`src/rtl/bitfusion_psum_accumulator.sv`:
```
`timescale 1ns/1ps
// Purpose: accumulates a programmable-length frame of sign/zero-extended psum beats into one wide result.
// Latency: result valid on the cycle after the last beat's accepting edge; minimum L+1 cycles per frame.
// Backpressure: psum_ready drops while a result waits in HOLD; a new frame starts the cycle after acc handshake.
//
// Ports:
//   CLK_125MHZ_FPGA  - clock, all state on rising edge
//   rst_n            - asynchronous active-low reset
//   psum/psum_signed/psum_valid/psum_ready - input beat stream (sign sampled on first beat)
//   frame_len        - beats per frame, sampled on first beat; 0 behaves as 1
//   acc_out/acc_ovf/acc_valid/acc_ready    - result port, held stable until accepted
//   busy             - frame in progress (accumulating or holding a result)
module bitfusion_psum_accumulator #(
  parameter int PSUM_W = 8,
  parameter int ACC_W  = 20,
  parameter int LEN_W  = 8
) (
  input  logic              CLK_125MHZ_FPGA,
  input  logic              rst_n,
  input  logic [PSUM_W-1:0] psum,
  input  logic              psum_signed,
  input  logic              psum_valid,
  output logic              psum_ready,
  input  logic [LEN_W-1:0]  frame_len,
  output logic [ACC_W-1:0]  acc_out,
  output logic              acc_valid,
  input  logic              acc_ready,
  output logic              acc_ovf,
  output logic              busy
);

  typedef enum logic [1:0] {
    ST_IDLE  = 2'd0,
    ST_ACCUM = 2'd1,
    ST_HOLD  = 2'd2
  } state_e;

  state_e             state_q, state_d;
  logic [ACC_W-1:0]   acc_q, acc_d;
  logic [LEN_W-1:0]   cnt_q, cnt_d;
  logic [LEN_W-1:0]   len_q, len_d;
  logic               sign_q, sign_d;
  logic               ovf_q, ovf_d;
  logic               psum_ready_q, psum_ready_d;
  logic               acc_valid_q, acc_valid_d;
  logic               busy_q, busy_d;

  logic               sign_eff;
  logic [ACC_W-1:0]   ext;
  logic [ACC_W:0]     sum_full;
  logic [ACC_W-1:0]   sum;
  logic               add_ovf;
  logic               beat_xfer;
  logic [LEN_W-1:0]   len_eff;
  logic [LEN_W-1:0]   cnt_inc;

  // The first beat of a frame uses the live sign; later beats use the latched one.
  assign sign_eff = (state_q == ST_IDLE) ? psum_signed : sign_q;

  assign ext = sign_eff ? {{(ACC_W-PSUM_W){psum[PSUM_W-1]}}, psum}
                        : {{(ACC_W-PSUM_W){1'b0}}, psum};

  // One extra bit keeps the carry-out for unsigned overflow detection.
  assign sum_full = {1'b0, acc_q} + {1'b0, ext};
  assign sum      = sum_full[ACC_W-1:0];

  // Signed: both operands share a sign but the result does not. Unsigned: carry out.
  assign add_ovf = sign_q ? ((acc_q[ACC_W-1] == ext[ACC_W-1]) && (sum[ACC_W-1] != acc_q[ACC_W-1]))
                          : sum_full[ACC_W];

  // Ready is a registered copy of (state != HOLD), so the transfer condition is
  // taken from the state directly to keep both views identical.
  assign beat_xfer = psum_valid && (state_q != ST_HOLD);

  assign len_eff = (frame_len == '0) ? LEN_W'(1) : frame_len;
  assign cnt_inc = cnt_q + LEN_W'(1);

  always_comb begin
    state_d = state_q;
    acc_d   = acc_q;
    cnt_d   = cnt_q;
    len_d   = len_q;
    sign_d  = sign_q;
    ovf_d   = ovf_q;

    case (state_q)
      ST_IDLE: begin
        if (beat_xfer) begin
          sign_d = psum_signed;
          len_d  = len_eff;
          acc_d  = ext;
          cnt_d  = LEN_W'(1);
          ovf_d  = 1'b0;
          state_d = (len_eff == LEN_W'(1)) ? ST_HOLD : ST_ACCUM;
        end
      end
      ST_ACCUM: begin
        if (beat_xfer) begin
          acc_d = sum;
          cnt_d = cnt_inc;
          ovf_d = ovf_q | add_ovf;
          if (cnt_inc == len_q) begin
            state_d = ST_HOLD;
          end
        end
      end
      ST_HOLD: begin
        if (acc_ready) begin
          state_d = ST_IDLE;
        end
      end
      default: begin
        state_d = ST_IDLE;
      end
    endcase

    // Handshake outputs are registered from the next state so they are glitch-free.
    psum_ready_d = (state_d != ST_HOLD);
    acc_valid_d  = (state_d == ST_HOLD);
    busy_d       = (state_d != ST_IDLE);
  end

  always_ff @(posedge CLK_125MHZ_FPGA or negedge rst_n) begin
    if (!rst_n) begin
      state_q      <= ST_IDLE;
      acc_q        <= '0;
      cnt_q        <= '0;
      len_q        <= '0;
      sign_q       <= 1'b0;
      ovf_q        <= 1'b0;
      psum_ready_q <= 1'b1;
      acc_valid_q  <= 1'b0;
      busy_q       <= 1'b0;
    end else begin
      state_q      <= state_d;
      acc_q        <= acc_d;
      cnt_q        <= cnt_d;
      len_q        <= len_d;
      sign_q       <= sign_d;
      ovf_q        <= ovf_d;
      psum_ready_q <= psum_ready_d;
      acc_valid_q  <= acc_valid_d;
      busy_q       <= busy_d;
    end
  end

  // acc_out keeps the last result while idle; acc_valid alone qualifies it.
  assign acc_out    = acc_q;
  assign acc_ovf    = ovf_q;
  assign acc_valid  = acc_valid_q;
  assign psum_ready = psum_ready_q;
  assign busy       = busy_q;

endmodule

```
`config.mk`:
```
export PLATFORM = sky130hd
export DESIGN_NAME = bitfusion_psum_accumulator
export DESIGN_NICKNAME = d
export VERILOG_FILES = /design/src/rtl/bitfusion_psum_accumulator.sv
export SDC_FILE = /design/constraint.sdc
export NUM_CORES = 1
export LEC_CHECK = 0
export ABC_AREA = 0
export CAP_MARGIN = 5
export CORE_MARGIN = 8
export CORE_UTILIZATION = 58
export CTS_CLUSTER_SIZE = 16
export DETAILED_ROUTE_END_ITERATION = 8
export PLACE_DENSITY = 0.85
export SYNTH_ARGS = -nofsm -noshare
export SYNTH_HDL_FRONTEND = slang
export SYNTH_SLANG_ARGS = --single-unit
```
`constraint.sdc`:
```
create_clock -name CLK_125MHZ_FPGA -period 10 [get_ports CLK_125MHZ_FPGA]
set_input_delay 2 -clock CLK_125MHZ_FPGA [delete_from_list [all_inputs] [get_ports CLK_125MHZ_FPGA]]
set_output_delay 2 -clock CLK_125MHZ_FPGA [all_outputs]
set_load 0.1 [all_outputs]
```
* Yosys cells after proc, flatten, opt, wreduce, memory -nomap -nowiden
Cells that the tools add are included.
** Operators by class
- Add/subtract/negate cells :: 2
- Equality and inequality tests :: 11
- Mux-type cells :: 19
- Bitwise logic cells :: 1
- Reduce and logical (&&, ||, !) cells :: 8
** Operators by type and width (count)
- 20-bit 2-to-1 mux :: 3
- 20-bit one-hot mux with 2 select lines :: 1
- 8-bit 2-to-1 mux :: 3
- 20-bit by 20-bit adder with 21-bit output :: 1
- 8-bit one-hot mux with 2 select lines :: 1
- 2-bit 2-to-1 mux :: 5
- 8-bit by 1-bit adder with 8-bit output, second input constant :: 1
- 8-bit by 1-bit == test with 1-bit output, second input constant :: 1
- 8-bit == test :: 1
- 8-bit logical NOT :: 1
- 2-bit != test, second input constant :: 4
- 2-bit one-hot mux with 3 select lines :: 1
- 2-bit == test, second input constant :: 2
- 1-bit 2-to-1 mux :: 4
- 2-bit nonzero test :: 2
- 3-bit AND reduction :: 1
- 2-bit by 1-bit == test with 1-bit output, second input constant :: 1
- 1-bit logical AND :: 2
- 2-bit logical NOT :: 1
- 1-bit one-hot mux with 2 select lines :: 1
- 2-bit AND reduction :: 1
- 1-bit == test :: 1
- 1-bit != test :: 1
- 1-bit bitwise OR :: 1
** Storage, ports and cells
- Flip-flop bits (word level) :: 43
- Input port bits :: 21
- Output and inout bits :: 24
- Logic and storage cells :: 50

* Logic depth before layout (Yosys ltp)
Gate-level depths: netlist of run 1.
- Depth in word-level cells :: 10
- Gate-level depth with buffers :: 13
- Depth with buffers taken out :: 13

* Worst setup path before layout of run 1
OpenSTA, ideal clock, no wires.
- Path type :: input port to flip-flop
- Start point :: in psum_signed
- End point :: reg ovf_q (netlist: acc_ovf)
- Library setup time :: 0.104 ns
- Arrival time :: 4.847 ns
- Required time :: 9.896 ns
- Path slack :: 5.049 ns
- Stages on the path :: 11
- Buffers on the path :: 0
- Path through :: nand2_1 > a21boi_0 > ha_1 > nand3_1 > o22ai_1 > a2111oi_2 > o211ai_1 > a31oi_2 > xor2_1 > o21a_1 > o41ai_2
** On the way
- Cells in the longest elaborated chain, start to end :: 9
- Elaborated cells between the ends (all ways) :: 10
- Classes of those cells :: add/sub: 1; eq/ne: 2; mux: 5; bitwise: 1; reduce/logical: 1
** RTL lines
- start: declaration :: RTL line 21 : input logic psum_signed,
- 1-bit 2-to-1 mux (*) :: RTL line 58 : assign sign_eff = (state_q == ST_IDLE) ? psum_signed : sign_q;
- 20-bit 2-to-1 mux (*) :: RTL line 60 : assign ext = sign_eff ? {{(ACC_W-PSUM_W){psum[PSUM_W-1]}}, psum}
- 20-bit by 20-bit adder with 21-bit output :: RTL line 64 : assign sum_full = {1'b0, acc_q} + {1'b0, ext};
- 1-bit != test :: RTL line 68 : assign add_ovf = sign_q ? ((acc_q[ACC_W-1] == ext[ACC_W-1]) && (sum[ACC_W-1] != acc_q[ACC_W-1]))
- 1-bit logical AND :: RTL line 68
- 1-bit 2-to-1 mux (*) :: RTL line 68
- 1-bit bitwise OR (*) :: RTL line 101 : ovf_d = ovf_q | add_ovf;
- 1-bit 2-to-1 mux (*) :: RTL line 98 : if (beat_xfer) begin
- 1-bit one-hot mux with 2 select lines (*) :: RTL line 86 : case (state_q)
- end signal: assignment :: RTL line 140 : ovf_q <= ovf_d;
- end: declaration :: RTL line 43 : logic ovf_q, ovf_d;
Mark *: on every way between the ends. The rest lies on a longest branch, timed or not. The select of a mux whose other input is x is not followed.
A chain may end at the register's enable or synchronous reset.

* Final worst setup path of run 1
- Start point :: in psum[7]
- End point :: reg ovf_q (netlist: acc_ovf)
** On the way
- Cells in the longest elaborated chain, start to end :: 8
- Elaborated cells between the ends (all ways) :: 9
- Classes of those cells :: add/sub: 1; eq/ne: 2; mux: 4; bitwise: 1; reduce/logical: 1
** RTL lines
- start: declaration :: RTL line 20 : input logic [PSUM_W-1:0] psum,
- 20-bit 2-to-1 mux (*) :: RTL line 60
- 20-bit by 20-bit adder with 21-bit output :: RTL line 64
- 1-bit != test :: RTL line 68
- 1-bit logical AND :: RTL line 68
- 1-bit 2-to-1 mux (*) :: RTL line 68
- 1-bit bitwise OR (*) :: RTL line 101
- 1-bit 2-to-1 mux (*) :: RTL line 98
- 1-bit one-hot mux with 2 select lines (*) :: RTL line 86
Marks and branches as above.

==> results of run 1 <==
critical path, stage by stage:
cell and delay, ns:
clkdlybuf4s50_1 0.51, a21boi_0 0.18, buf_4 0.23, ha_1 0.31, nand3_1 0.13, o22ai_1 0.12, a2111oi_2 0.50, o211ai_1 0.19
a31oi_2 0.26, xor2_1 0.10, o21a_1 0.19, o41ai_2 0.28
layout by cell type (no fill, tap or decap), types with 6 or more instances in the layout:
cell	n
xor2_1	14
ha_1	21
nor3_1	6
nor2_1	31
inv_1	6
nand3_1	9
nand2b_1	7
nand2_1	36
o21ai_0	23
a21o_1	6
clkdlybuf4s50_1	43
mux2_2	9
xnor2_1	16
dfrtp_1	42
a21oi_1	29
logic make-up after synthesis:
group	after synthesis	share of synthesized area, %
flops	43	37.16
compound gates	94	21.19
fa+ha+maj	22	9.754
simple gates	104	16.10
xor+xnor	30	9.063
mux	12	4.532
buf+inv	17	2.201
routing by layer:
| layer | up-vias | GRT usage [%] | routed length [um] |
|---|---|---|---|
| li1 | 1249 | - | - |
| met4 | 0 | 8.607 | 135 |
| met2 | 74 | 32.29 | 3346 |
| met3 | 11 | 4.726 | 352 |
| met1 | 1219 | 24.70 | 3275 |
| met5 | - | 0 | 0 |
per-stage QoR:
stage,instance area [um^2],hold slack (ns),instances,setup slack (ns)
CTS,3516,0.5287,434,5.234
floorplan,2899,0.4838,322,5.049
detailed placement,3400,0.5096,426,4.948
global placement,3400,0.4979,426,5.118
global route,3516,0.5579,434,4.974
finish,3516,0.5164,434,5.196
area by class of cell:
class / count / area (um^2)
Timing Repair Buffer: 46 / 450.4
Fill cell: 374 / 1270
Clock buffer: 5 / 68.82
Clock inverter: 3 / 47.55
Multi-Input combinational cell: 262 / 1758
Tap cell: 67 / 83.83
Inverter: 8 / 30.03
Sequential cell: 43 / 1077
flip-flops by register name, summed over array words and instances, names as in the netlist:
| signal | flops |
|---|---|
| acc_out | 20 |
| acc_ovf | 1 |
| acc_valid | 1 |
| busy | 1 |
| cnt_q | 8 |
| len_q | 8 |
| psum_ready | 1 |
| sign_q | 1 |
| state_q | 2 |
worst paths after layout:
path | from | endpoint | slack [ns]
worst max-delay path | psum[7] | acc_ovf | 5.20
worst max register to register | state_q[0] | acc_ovf | 6.50
worst min register to register | acc_out[0] | acc_out[0] | 0.52
min in group asynchronous | rst_n | len_q[3] | 1.83
worst min-delay path | acc_out[0] | acc_out[0] | 0.52
max in group asynchronous | rst_n | acc_out[3] | 7.59
==> results.tsv, run 1 <==
stage	metric	value	unit
sta	unrepaired setup endpoints after global routing	false	
outcome	status	finished, final reports clean	
synthesis	sequential-to-total area share from yosys stat	37.16	%
floorplanning	Die H	86.70	um
cts	Clock Sink Count	43	
finish	end-of-flow core utilization	73.46	%
cts	H-tree depth reported by CTS	2	
sta	Max-slew headroom	32.45	%
sta	number of endpoints failing setup at the final stage	0	
cts	count of hold-fix buffers inserted at cts	0	
drt	First DRT Iteration DRCs	136	
sta	fin. max-slew vios	0	
global_route	sum of overflow across all layers after global routing	0	
drt	detailed-route DRC error count	0	
synthesis	area share of the largest cell type after synthesis	36.25	%
synthesis	flip-flop and latch count after synthesis	43	
drt	routed via count divided by cell count	5.882	
critical_path	critical path launch point type	input port	
floorplanning	Die X-Extent	86.70	um
synthesis	cell count after synthesis	322	
synthesis	most common library cells after synthesis	dfrtp_1 (42), nand2_1 (36), nor2_1 (31), a21oi_1 (29), o21ai_0 (23)	
synthesis	main area contributors after synthesis	dfrtp_1 (36%), ha_1 (9.1%), a21oi_1 (5.0%)	
floorplanning	CORE AREA	0.004786	mm^2
floorplanning	I/O pins	45	
cts	post-CTS clock slew at the launch and capture registers of the worst setup and hold paths	0.09	ns
cts	clock buffer count from CTS	5	
synthesis	count of flip-flops with a built-in enable after synthesis	0	
placement	post-DP HPWL	5.130	mm
flow_run	number of maximum-capacitance constraint violations	0	
global_route	initial antenna violation count	0	
drt	average wire per standard cell	16.38	um
global_route	Tot GR Track Use	19.97	%
synthesis	dominant cell by count in the synthesized netlist	dfrtp_1	
cts	clock tree from TritonCTS	done	
drt	Antenna Violating Nets Remaining	0	
min_path	hold-critical path depth	2	
sta	post-layout min period	4.804	ns
sta	Final Hold Violating Endpoints	0	
drt	Detailed Routing Iterations Pass 1	4	
cts	clk buf depth	2	
cts	root buffer cell	clkbuf_8	
critical_path	critical path data arrival time	5.01	ns
synthesis	number of warnings issued by yosys	0	
cts	clk_lat worst skew	0.30	ns
critical_path	required time of the worst setup path	10.20	ns
critical_path	kind of critical path	in2reg	
drt	vias after detailed routing	2553	
drt	sum of routed wire length over all layers	7.109	mm
floorplanning	Placement Rows	25	
critical_path	endpoint class of the critical path	flop	
cts	postcts setup bufs	0	
min_path	class of the tightest hold or removal check	reg2reg	
sta	transition time at the pin with the least slew margin	1.010	ns
finish	Area growth, synth to finish	21.28	%
sta	worst setup skew after layout	0.005130	ns
synthesis	number of unique standard cell types used by synthesis	46	
global_route	vias in the first global route	2611	
sta	maximum clock frequency	208.1	MHz
placement	gp weighted congestion	0.8357	
sta	sum of negative setup slack	0	ns
synthesis	Synthesized Nets	365	
critical_path	reg2reg path depth	12	
placement	Port Buffers	44	
global_route	first-pass GRT wire length	12.05	mm
finish	layout cell share with drive strength beyond 1	8.174	%
floorplanning	total die area	0.007517	mm^2
floorplanning	effective utilization at floorplan	60.58	%
finish	Post-layout nets	409	
cts	post-cts sizing count	0	
synthesis	mean cell area of the mapped netlist	9.003	um^2
global_route	pin count of the biggest net entering global routing	44	
synthesis	async set or reset register ratio after synthesis	100.0	%
sta	crit share post-route	48.04	%
critical_path	Critical Path Fanout Max	13	
finish	number of antenna repair diodes	0	
synthesis	cell type with the largest total area after synthesis	dfrtp_1	
synthesis	Syn Std Cell Area	0.002899	mm^2
synthesis	primary flip-flop cell chosen by synthesis mapping	dfrtp_1	
Power of run 1 is left out: the tool's default activity adds up to more than one toggle a clock period on the data nets, which glitch-free logic cannot reach.
==> inputs of run 2 (changes only) <==
--- a/config.mk
+++ b/config.mk
@@ -8,10 +8,10 @@
 export ABC_AREA = 0
 export CAP_MARGIN = 5
 export CORE_MARGIN = 8
-export CORE_UTILIZATION = 58
+export CORE_UTILIZATION = 49
 export CTS_CLUSTER_SIZE = 16
 export DETAILED_ROUTE_END_ITERATION = 8
-export PLACE_DENSITY = 0.85
+export PLACE_DENSITY = 0.77
 export SYNTH_ARGS = -nofsm -noshare
 export SYNTH_HDL_FRONTEND = slang
 export SYNTH_SLANG_ARGS = --single-unit
==> constraint.sdc (replaced) <==
create_clock -name CLK_125MHZ_FPGA -period 4.1 [get_ports CLK_125MHZ_FPGA]
set_input_delay 0.82 -clock CLK_125MHZ_FPGA [delete_from_list [all_inputs] [get_ports CLK_125MHZ_FPGA]]
set_output_delay 0.82 -clock CLK_125MHZ_FPGA [all_outputs]
set_load 0.1 [all_outputs]
==> run 2 against run 1 <==
Compared with the run above:
- routed wire length shrank 0.28%
- die area increased by 15%
- via count fell by 0.43%
- register-to-register slack worse by 5.5 ns
- core utilization down 12 points
- clock skew is 0.0054 ns higher
- design area up 1.1%
- worst hold slack got worse by 0.0058 ns
- flip-flop and latch count stayed put
- sequential share of layout area decreased by 0.32 points
==> results.tsv, run 2 (same netlist as run 1, synthesis figures left out) <==
stage	metric	value	unit	change
floorplanning	I/O pins	45		unchanged
finish	commonest non-fill, non-tap cell in the layout	clkdlybuf4s50_1		
finish	Post-layout nets	412		+0.73%
sta	maximum clock frequency	283.9	MHz	
sta	number of endpoints failing setup at the final stage	0		unchanged
critical_path	critical path launch point type	input port		
global_route	initial antenna violation count	0		unchanged
global_route	sum of overflow across all layers after global routing	0		unchanged
cts	clk_lat worst skew	0.31	ns	about the same
placement	Port Buffers	44		unchanged
cts	count of hold-fix buffers inserted at cts	0		unchanged
critical_path	family with the most delay on the worst path	compound AO/OA/AOI/OAI gates		
finish	Area growth, synth to finish	22.57	%	
critical_path	Top cell by count, worst path	a21oi_1		
sta	Final Hold Violating Endpoints	0		unchanged
cts	root buffer cell	clkbuf_8		
drt	First DRT Iteration DRCs	165		+21%
sta	fin. max-slew vios	0		unchanged
cts	post-cts sizing count	0		unchanged
cts	clock buffer count from CTS	5		unchanged
critical_path	critical path data arrival time	3.74	ns	-1.27 ns
sta	crit share post-route	85.90	%	
finish	most frequent cells in the layout	clkdlybuf4s50_1 (43), dfrtp_1 (42), nand2_1 (36)		
cts	clk buf depth	2		unchanged
floorplanning	Die X-Extent	92.92	um	+7.2%
critical_path	Critical Path Fanout Max	12		-1
global_route	first-pass GRT wire length	11.96	mm	-0.75%
critical_path	required time of the worst setup path	4.32	ns	-5.88 ns
finish	Multi-input gate area	0.001758	mm^2	unchanged
outcome	status	finished, final reports clean		
global_route	Tot GR Track Use	17.05	%	-2.9 points
floorplanning	effective utilization at floorplan	49.85	%	-11 points
sta	sum of negative setup slack	0	ns	unchanged
placement	gp weighted congestion	0.8735		+4.5%
sta	post-layout min period	3.522	ns	
cts	Clock Sink Count	43		unchanged
floorplanning	Placement Rows	28		+12%
cts	clock tree from TritonCTS	done		
cts	H-tree depth reported by CTS	2		unchanged
critical_path	Worst path slowest cell	clkdlybuf4s50_1		
drt	average wire per standard cell	15.93	um	-2.7%
critical_path	endpoint class of the critical path	flop		
critical_path	Worst path max stage delay	0.50	ns	about the same
drt	Antenna Violating Nets Remaining	0		unchanged
flow_run	number of maximum-capacitance constraint violations	0		unchanged
drt	detailed-route DRC error count	0		unchanged
finish	layout cell share with drive strength beyond 1	8.919	%	+0.74 points
finish	number of antenna repair diodes	0		unchanged
drt	vias after detailed routing	2542		-0.43%
placement	post-DP HPWL	5.297	mm	+3.2%
floorplanning	Die H	92.92	um	+7.2%
floorplanning	total die area	0.008634	mm^2	+15%
drt	sum of routed wire length over all layers	7.089	mm	-0.28%
floorplanning	CORE AREA	0.005816	mm^2	+22%
cts	post-CTS clock slew at the launch and capture registers of the worst setup and hold paths	0.09	ns	about the same
drt	Detailed Routing Iterations Pass 1	4		unchanged
min_path	class of the tightest hold or removal check	reg2reg		
finish	fill count	528		+41%
global_route	pin count of the biggest net entering global routing	44		unchanged
sta	transition time at the pin with the least slew margin	1.115	ns	+0.1057 ns
finish	max reg flops	20		unchanged
critical_path	kind of critical path	in2reg		
critical_path	Buf/Inv on CP	2		unchanged
sta	Max-slew headroom	25.37	%	-7.1 points
finish	Sequential cell area	0.001077	mm^2	unchanged
cts	postcts setup bufs	0		unchanged
drt	routed via count divided by cell count	5.712		-2.9%
finish	end-of-flow core utilization	61.10	%	-12 points
sta	unrepaired setup endpoints after global routing	false		
global_route	vias in the first global route	2521		-3.4%
sta	worst setup skew after layout	0.01057	ns	+0.005442 ns
critical_path	sequence of cells on the critical path	clkdlybuf4s50_1, a21boi_0, buf_4, ha_1, a21o_1, a21oi_1, o21ai_1, a2111oi_0, nor3_1, xor2_1, nand2_1, a21oi_1		
==> run 2: changes by cell type in the layout (fill, tap and decap cells not counted), sizes merged <==
cell / change
buf: +3
clkbuf: +1
clkinv: -1
==> run 2: final cells by class <==
class                      instances  area share (%)
clock inverter                     2           1.092
tap                               75           2.641
timing repair buffer              49           13.31
inverter                           8          0.8451
sequential                        43           30.32
clock buffer                       6           2.324
multi-input combinational        262           49.47
==> run 2: path summary, 6_finish.rpt <==
kind / startpoint / end / slack (ns) / depth (start not counted)
max in group asynchronous: rst_n / acc_out[9] / 2.80 / 1
setup reg to reg: state_q[1] / acc_out[14] / 1.00 / 13
min in group asynchronous: rst_n / len_q[6] / 0.68 / 1
hold / removal: acc_out[0] / acc_out[0] / 0.51 / 2
setup / recovery: psum[7] / acc_out[14] / 0.58 / 12
hold reg to reg: acc_out[0] / acc_out[0] / 0.51 / 2
==> run 2: worst register-to-register path, stage by stage (launching register included) <==
cell and delay (ns):
dfrtp_1 0.46, nor2_1 0.12, nand2_1 0.06, a21boi_0 0.32, buf_4 0.28, ha_1 0.31, a21o_1 0.21, a21oi_1 0.17
o21ai_1 0.10, a2111oi_0 0.43, nor3_1 0.13, xor2_1 0.16, nand2_1 0.07, a21oi_1 0.20
==> run 2: routing by layer <==
metal,track usage (%),wire (um)
met2,27.22,3269
met5,0,0
met1,21.59,3333
met3,4.369,355
met4,6.443,130
==> run 2: metrics by stage <==
step | hold slack, ns | instance area [um^2] | std cells | worst slack, ns
after global placement | 0.4905 | 3432 | 437 | 0.3582
after CTS | 0.5190 | 3553 | 445 | 0.5956
after global routing | 0.5461 | 3553 | 445 | 0.3233
final | 0.5106 | 3553 | 445 | 0.5781
after floorplan | 0.4838 | 2899 | 322 | 0.3292
after detailed placement | 0.4991 | 3432 | 437 | 0.2813
Power of run 2 is left out for the same reason.
